$ cat src/rtl/any1_pkg.sv
// any1_pkg: opcode constants, aligned-instruction bundle and length decode for the fetch aligner
package any1_pkg;
  localparam logic [7:0] LDXL = 8'h8A;
  localparam logic [7:0] STXL = 8'h9A;
  localparam int PC_W = 32;
  typedef struct packed {
    logic [47:0]     ins;
    logic [2:0]      len;
    logic [PC_W-1:0] pc;
  } any1_ins_t;
  function automatic logic [2:0] ins_len(input logic [7:0] op);
    return (op == LDXL || op == STXL) ? 3'd6 : (op[7:4] == 4'h5) ? 3'd2 : 3'd4;
  endfunction
endpackage

$ cat src/rtl/any1_align_queue.sv
// any1_align_queue: 16-byte head-first byte queue with a merged shift-by-len and append-at-offset
module any1_align_queue (
  input  logic        clk,
  input  logic        rst,
  input  logic        flush,
  input  logic        push,
  input  logic        pop,
  input  logic [2:0]  len,
  input  logic [2:0]  skip,
  input  logic [63:0] dat,
  output logic [47:0] head,
  output logic [4:0]  cnt
);
  logic [127:0] q_buf, buf_d, sh, wd;
  logic [4:0]   cnt_q, cnt_d, base;
  always_comb begin
    sh = pop ? q_buf >> {len, 3'b000} : q_buf;
    base = pop ? cnt_q - {2'b00, len} : cnt_q;
    cnt_d = push ? base + 5'd8 - {2'b00, skip} : base;
    wd = {64'b0, dat >> {skip, 3'b000}} << {base, 3'b000};
    // bytes below base survive the shift, the new word lands from base up to cnt_d
    for (int i = 0; i < 16; i++)
      buf_d[i*8 +: 8] = 5'(i) < base ? sh[i*8 +: 8] : 5'(i) < cnt_d ? wd[i*8 +: 8] : 8'h00;
  end
  always_ff @(posedge clk or posedge rst)
    if (rst) begin
      q_buf <= '0;
      cnt_q <= '0;
    end else begin
      q_buf <= buf_d;
      cnt_q <= flush ? 5'd0 : cnt_d;
    end
  assign head = q_buf[47:0];
  assign cnt = cnt_q;
endmodule

$ cat src/rtl/any1_fetch_aligner.sv
// any1_fetch_aligner: turns aligned 8-byte fetch words into one left-justified 2/4/6-byte instruction per cycle
module any1_fetch_aligner
  import any1_pkg::*;
#(
  parameter int             AWID  = 32,
  parameter logic [AWID-1:0] RSTPC = 32'hFFFC0100
) (
  input  logic            clk_i,
  input  logic            rst_i,
  input  logic            fw_valid_i,
  output logic            fw_ready_o,
  input  logic [63:0]     fw_dat_i,
  input  logic            redir_i,
  input  logic [AWID-1:0] redir_pc_i,
  output logic            ins_valid_o,
  input  logic            ins_ready_i,
  output logic [47:0]     ins_o,
  output logic [2:0]      ins_len_o,
  output logic [AWID-1:0] ins_pc_o
);
  logic [AWID-1:0] pc;
  logic [2:0]      skip, len;
  logic [47:0]     head;
  logic [4:0]      cnt;
  logic            accept, consume;
  any1_ins_t       ob;
  assign len = ins_len(head[7:0]);
  assign ins_valid_o = cnt >= 5'd2 && cnt >= {2'b00, len};
  assign fw_ready_o = cnt <= 5'd8;
  assign accept = fw_valid_i && fw_ready_o && !redir_i;
  assign consume = ins_valid_o && ins_ready_i && !redir_i;
  always_comb begin
    ob.len = len;
    ob.pc = PC_W'(pc);
    ob.ins = head & (len == 3'd2 ? 48'h0000_0000_FFFF : len == 3'd4 ? 48'h0000_FFFF_FFFF : {48{1'b1}});
  end
  assign ins_o = ob.ins;
  assign ins_len_o = ob.len;
  assign ins_pc_o = AWID'(ob.pc);
  // redirect wins over both handshakes; the low pc bits say how much of the first word to drop
  always_ff @(posedge clk_i or posedge rst_i)
    if (rst_i) begin
      pc <= RSTPC;
      skip <= RSTPC[2:0];
    end else if (redir_i) begin
      pc <= redir_pc_i;
      skip <= redir_pc_i[2:0];
    end else begin
      if (consume) pc <= pc + AWID'(len);
      if (accept) skip <= 3'd0;
    end
  any1_align_queue u_queue (
    .clk  (clk_i),
    .rst  (rst_i),
    .flush(redir_i),
    .push (accept),
    .pop  (consume),
    .len  (len),
    .skip (skip),
    .dat  (fw_dat_i),
    .head (head),
    .cnt  (cnt)
  );
endmodule
$ cat config.mk
export PLATFORM = sky130hd
export DESIGN_NAME = any1_fetch_aligner
export DESIGN_NICKNAME = d
export VERILOG_FILES = /design/src/rtl/any1_pkg.sv /design/src/rtl/any1_align_queue.sv /design/src/rtl/any1_fetch_aligner.sv
export SDC_FILE = /design/constraint.sdc
export NUM_CORES = 1
export LEC_CHECK = 0
export BUFFER_PORTS_ARGS = -buffer_cell sky130_fd_sc_hd__clkbuf_2
export CAP_MARGIN = 5
export CORE_ASPECT_RATIO = 0.6
export CORE_UTILIZATION = 50
export DETAILED_ROUTE_END_ITERATION = 10
export PLACE_DENSITY_LB_ADDON = 0.25
export RECOVER_POWER = 25
export SLEW_MARGIN = 20
export SYNTH_ARGS = -nofsm -noshare
export SYNTH_HDL_FRONTEND = slang
export SYNTH_SLANG_ARGS = --single-unit
export TNS_END_PERCENT = 5
$ cat constraint.sdc
create_clock -name clk_i -period 5.6 [get_ports clk_i]
set_input_delay 0.56 -clock clk_i [delete_from_list [all_inputs] [get_ports clk_i]]
set_output_delay 0.56 -clock clk_i [all_outputs]
set_load 0.02 [all_outputs]
; Yosys cells after proc, flatten, opt, wreduce, memory -nomap -nowiden
; Cells that the tools add are included.
[word_totals]
ff_bits = 168
[op_classes]
bitwise_logic = 1
n_eq_ne = 21
muxes = 44
shift = 3
n_reduce_logical = 9
n_lt_le_gt_ge = 35
n_addsub = 4
[ops]
columns = operator, n
row1 = $mux 8, 32
row2 = $mux 128, 1
row3 = $shl 64x8->128, 1
row4 = $shr 128x6->128, 1
row5 = $mux 48, 2
row6 = $lt 4x5->1 const A, 16
row7 = $mux 32, 2
row8 = $shr 64x6->64, 1
row9 = $and 48x48->48, 1
row10 = $lt 3x5->1 const A, 8
row11 = $add 32x3->32, 1
row12 = $ne 2x1->1 const B, 16
row13 = $lt 1x5->1 const A, 4
row14 = $lt 2x5->1 const A, 4
row15 = $eq 8x8->1 const B, 2
row16 = $mux 5, 3
row17 = $mux 3, 4
row18 = $sub 5x3->5, 2
row19 = $add 5x4->5 const B, 1
row20 = $ge 5x2->1 const B, 1
row21 = $ge 5x3->1, 1
row22 = $le 5x4->1 const B, 1
row23 = $logic_and 1x1->1, 5
row24 = $eq 4x3->1 const B, 1
row25 = 5 further kinds, 6

; Depth between registers and ports, before layout
[depth]
ltp_word = 14
ltp_mapped = 28

; By module
; Synthesis repeated with hierarchy kept, for this count alone.
[hier_totals]
cells_unflattened = 2223
hier_area_um2 = 17636.9
[modules_own_cells]
columns = mod, instances, cells_per_inst, area_each_um2, seq_area_each_um2
row1 = any1_align_queue, 1, 1937, 15208.3, 3328.2
row2 = any1_fetch_aligner, 1, 286, 2428.6, 894.6

; Least setup slack after synthesis
; No wires, ideal clock.
[synth_timing]
kind = register to register
startpoint = register u_queue.q_buf[6]
endpoint = register u_queue.q_buf[8]
setup_slack_ns = -0.481
arrival_ns = 5.945
setup_ns = 0.136
path_stages_with_launch = 28
required_ns = 5.464
path_cell_list = dfrtp_1 -> nand4bb_1 -> clkbuf_1 -> inv_2 -> nor2_1 -> clkbuf_1 -> clkbuf_1 -> inv_1 -> ha_1 -> fa_1 -> nand2b_1 -> o31ai_1 -> a41o_1 -> nor2_4 -> inv_2 -> buf_2 -> buf_2 -> buf_2 -> ha_1 -> inv_1 -> fa_1 -> xor2_1 -> nand3_1 -> mux2i_1 -> nor2_2 -> o21a_1 -> a21oi_1 -> o21ai_0
[synth_between]
elab_chain_len = 14
word_cells_on_any_way = 23
classes_between = 3 x add/sub / 3 x order compare / 4 x eq/ne / 2 x shift / 7 x mux / 4 x reduce/logical
[synth_rtl]
columns = element, line_no
row1 = "start, declared", any1_align_queue.sv:14  ; logic [127:0] q_buf, buf_d, sh, wd;
row2 = "start signal, assigned", any1_align_queue.sv:30  ; q_buf <= buf_d;
row3 = $eq 4x3->1 or $eq 8x8->1 (tied branches), any1_pkg.sv:12  ; return (op == LDXL || op == STXL) ? 3'd6 : (op[7:4] == 4'h5) ? 3'd2 : 3'd4;
row4 = $mux 3 or $logic_or 1x1->1 (tied branches), any1_pkg.sv:12
row5 = $mux 3 (*), any1_pkg.sv:12
row6 = net ins_len_o[1], any1_fetch_aligner.sv:18  ; output logic [2:0] ins_len_o,
row7 = $ge 5x3->1, any1_fetch_aligner.sv:28  ; assign ins_valid_o = cnt >= 5'd2 && cnt >= {2'b00, len};
row8 = $logic_and 1x1->1, any1_fetch_aligner.sv:28
row9 = $logic_and 1x1->1 (2 in a row), any1_fetch_aligner.sv:31  ; assign consume = ins_valid_o && ins_ready_i && !redir_i;
row10 = $mux 5, any1_align_queue.sv:18  ; base = pop ? cnt_q - {2'b00, len} : cnt_q;
row11 = $add 5x4->5, any1_align_queue.sv:19  ; cnt_d = push ? base + 5'd8 - {2'b00, skip} : base;
row12 = $sub 5x3->5, any1_align_queue.sv:19
row13 = $mux 5, any1_align_queue.sv:19
row14 = $lt 1x5->1, any1_align_queue.sv:23  ; buf_d[i*8 +: 8] = 5'(i) < base ? sh[i*8 +: 8] : 5'(i) < cnt_d ? wd[i*8 +: 8] : 8'h00;
row15 = $mux 8 (2 in a row), any1_align_queue.sv:23
; The timed path passes the listed nets; every way through them passes the cells marked *. The select of a mux whose other input is x is not followed.
; A chain may end at the register's enable or synchronous reset.

; Worst setup path after layout
[layout_timing]
startpoint = register u_queue.q_buf[0]
endpoint = register u_queue.q_buf[28]
[layout_between]
elab_chain_len = 14
word_cells_on_any_way = 21
classes_between = 3 x add/sub / 3 x order compare / 3 x eq/ne / 2 x shift / 6 x mux / 4 x reduce/logical
[layout_rtl]
columns = element, line_no
row1 = $eq 8x8->1, any1_pkg.sv:12
row2 = $logic_or 1x1->1 (*), any1_pkg.sv:12
row3 = $mux 3 (*), any1_pkg.sv:12
row4 = $ge 5x3->1, any1_fetch_aligner.sv:28
row5 = $logic_and 1x1->1, any1_fetch_aligner.sv:28
row6 = $logic_and 1x1->1 (2 in a row), any1_fetch_aligner.sv:31
row7 = $mux 5, any1_align_queue.sv:18
row8 = $add 5x4->5, any1_align_queue.sv:19
row9 = $sub 5x3->5, any1_align_queue.sv:19
row10 = $mux 5, any1_align_queue.sv:19
row11 = $lt 2x5->1, any1_align_queue.sv:23
row12 = $mux 8 (2 in a row), any1_align_queue.sv:23
; Mark *: on every way between the ends. The rest lies on a longest branch, timed or not. The select of a mux whose other input is x is not followed.

==> parameters.txt <==
Parameter                              Value

Run status
  Result of the run    complete, but fails checks
  Violations in the final reports    capacitance limit, slew limit

Cells and area
  Combined area of the multi-input logic cells    9630 um2
  Nets    2094
  Area of all sequential standard cells    4230 um2
  FILL cells    around 2700
  Most common library cell in the layout ignoring fill and taps    nand2_1
  Most frequent cells in the layout    223 x nand2_1, 217 x a21oi_1, 184 x clkbuf_2
  Share of layout cells above drive strength 1    0.189
  Layout overhead on the synthesized area    10.9%

GRT
  Total global routing track utilization    0.409
  Wire length of the first global-routing pass    93300 um
  Initial antenna violation count    2
  GR Overflow Total    0
  Number of global-route vias before repair    14900
  Pin count of the biggest net entering global routing    169

Logic synthesis
  Syn avg cell area    slightly below 8 um2
  Yosys reg bits    about 170
  Yosys warnings    0
  Number of enable-type register cells in the synthesized netlist    0
  Part of the Yosys area used for sequential elements    0.286
  Post-Synthesis Net Count    2018
  Asr flop ratio synth    1.00
  Number of instances in the synthesized netlist    1904
  Synthesized cell area    14700 um2
  Primary flip-flop cell chosen by synthesis mapping    dfrtp_1
  Count of cell types in the netlist    84

Hold path
  Class of the most critical hold timing path    in2reg

Route
  DRC violation count after routing    0
  Detailed Route Iter0 Violations    roughly 2400
  Final routed wire length divided by cell count    25.9 um
  Per-cell via count in the routed design    between 6 and 7
  Final antenna-violating net count    0
  Detailed-routing iteration count for the pre-antenna-repair pass    6
  Wire length reported by the detailed router    62100 um
  Via count    16400

Critical path
  Critical path capture point type    flip-flop
  Critical path startpoint category    flip-flop
  Worst Setup Path Type    reg2reg
  Slowest cell on the critical path    fa_1
  CP required    6000 ps
  Crit path largest cell delay    between 400 and 500 ps
  Crit path DAT    5490 ps
  Sequence of cells on the critical path    nor4bb_1 -> and3_4 -> nor2_4 -> inv_1 -> ha_1 -> fa_1 -> o31ai_1 -> a41o_1 -> nor2_4 -> inv_2 -> ha_1 -> inv_1 -> fa_1 -> xor2_2 -> nand2_1 -> nor2_1 -> mux2i_1 -> nand3_1 -> o221ai_1 -> o21a_1
  Largest fanout of any net on the critical path    5

Clock network
  H-Tree Depth    4
  Clk root buf    clkbuf_16
  Latest clock arrival within the worst-skew pair    460 ps
  Number of post-CTS setup repair buffers    0
  Count of clock tree sinks    168
  TritonCTS clock tree    built
  Number of buffers inserted during clock tree synthesis    17
  Maximum root-to-sink buffer count    2
  Hold buffers post-CTS    0
  Number of gates given a new drive strength after cts    0
  Clock slew at the register clock pins of the worst setup and hold paths    approximately 70 ps

Floorplanning
  Std cell rows    48
  I/O pin count    186
  Chip height    135 um
  Core area    just under 30000 um2
  Starting Density    0.510
  Floorplan die width    224 um
  Area enclosed by the die boundary    30200 um2

STA
  Endpoints failing hold    0
  Final Max Slew Viols    169
  Max Fclk    ~200 MHz
  Smallest hold slack    299 ps
  Clock Skew    8.21 ps
  Slew at the pin with the worst max-slew slack    4410 ps
  Final critical path time including I/O delays and setup    5090 ps
  Max-slew headroom at the worst pin    -1.94
  Final setup vio count    0
  Share of the clock period used by the worst path after layout    0.909
  Setup repair after global routing missed its margin    false
  Setup Total Neg Slack    0 ps

Power
  Cell area power density    593 nW/um2
  Leakage power    6.64 nW
  Worst voltage drop across the vdd grid    ~450 uV

Place
  Count of buffers from port buffering    184
  Post-detail-place hpwl    roughly 46000 um
  Gpl congestion    1.04

Flow run
  MaxCap Viol Count    1
-- critical path: cells and delay by family, from the launching register on --
kind,cells,cell delay (ps)
and+or+nand+nor,7,1320
adders and majority gates,4,1280
AOI/OAI and AO/OA,4,1130
muxes,1,440
DFF,1,390
buffers and inverters,3,290
xor gates and xnor gates,1,190
-- flip-flops by register name (all words and copies together) (netlist names) --
name	cells
u_queue.q_buf	128
ins_pc_o	32
u_queue.cnt	5
skip	3
-- cells in the mapped netlist (20+ instances only) --
| cell type | instances | share of area |
|---|---|---|
| a22oi_1 | 116 | 0.059 |
| mux2i_1 | 81 | 0.055 |
| nand3_1 | 44 | 0.015 |
| o22ai_1 | 87 | 0.037 |
| buf_4 | 28 | 0.014 |
| mux2_2 | 43 | 0.033 |
| a22o_1 | 22 | 0.013 |
| o21ai_0 | 132 | 0.045 |
| nand2_1 | 224 | 0.057 |
| dfrtp_1 | 153 | 0.26 |
| a21oi_1 | 218 | 0.074 |
| a211oi_1 | 25 | 0.013 |
| clkbuf_1 | 96 | 0.024 |
| inv_1 | 32 | 0.0081 |
| buf_2 | 32 | 0.011 |
| and2_1 | 38 | 0.016 |
| nor2_1 | 177 | 0.045 |
| a31oi_1 | 20 | 0.0085 |
-- worst paths after layout --
check                                   from           endpoint  slack, ps  depth (start not counted)
min                           redir_pc_i[22]       ins_pc_o[22]        300                          3
max                         u_queue.q_buf[0]  u_queue.q_buf[28]        510                         20
min in group asynchronous              rst_i       ins_pc_o[15]       1760                          3
max reg2reg                 u_queue.q_buf[0]  u_queue.q_buf[28]        510                         20
min reg2reg                u_queue.q_buf[15]  u_queue.q_buf[15]        480                          2
max in group asynchronous              rst_i            skip[1]       1080                          3
-- power by group --
group	total [mW]	switching [mW]	internal [mW]
Combinational	6.59	4.68	1.90
Clock	1.28	0.540	0.739
Sequential	1.84	0.320	1.52
Total	9.71	5.54	4.16
-- cells by family (layout without fill, tap and decap cells) --
logic type               after synthesis  after routing  synth area share
XOR/XNOR                              32             32            0.0195
adder cells (fa/ha/maj)               13             13            0.0126
flip-flops                           168            168             0.286
AO/OA/AOI/OAI                        760            760             0.328
AND/OR/NAND/NOR                      586            586             0.183
other                                  1              3          0.000254
multiplexers                         137            137             0.108
buffers and inverters                207            296            0.0627
-- layout make-up --
cell class | count | share of cell area
timing repair buffer | 227 | 0.0758
tap | 400 | 0.0306
antenna | 2 | 0.000306
sequential | 168 | 0.259
clock inverter | 7 | 0.00719
multi-input combinational | 1529 | 0.589
clock buffer | 25 | 0.0297
inverter | 37 | 0.00887
-- per-stage QoR --
stage	setup WS, ps	util	std cells	power (mW)	instance area [um2]
6_report	507	0.566	2395	9.71	16400
3_3_place_gp	723	0.546	2361	8.06	15800
3_5_place_dp	671	0.546	2361	8.11	15800
5_1_grt	238	0.566	2393	10.1	16300
4_1_cts	624	0.567	2393	9.40	16400
2_1_floorplan	14.5	-	1904	5.95	14800
-- layer usage --
layer	GRT usage	routed length (um)
met1	0.591	26500
met2	0.575	25400
met3	0.137	8450
met4	0.116	1500
met5	0	199
Power figures use the tool's default switching activity.
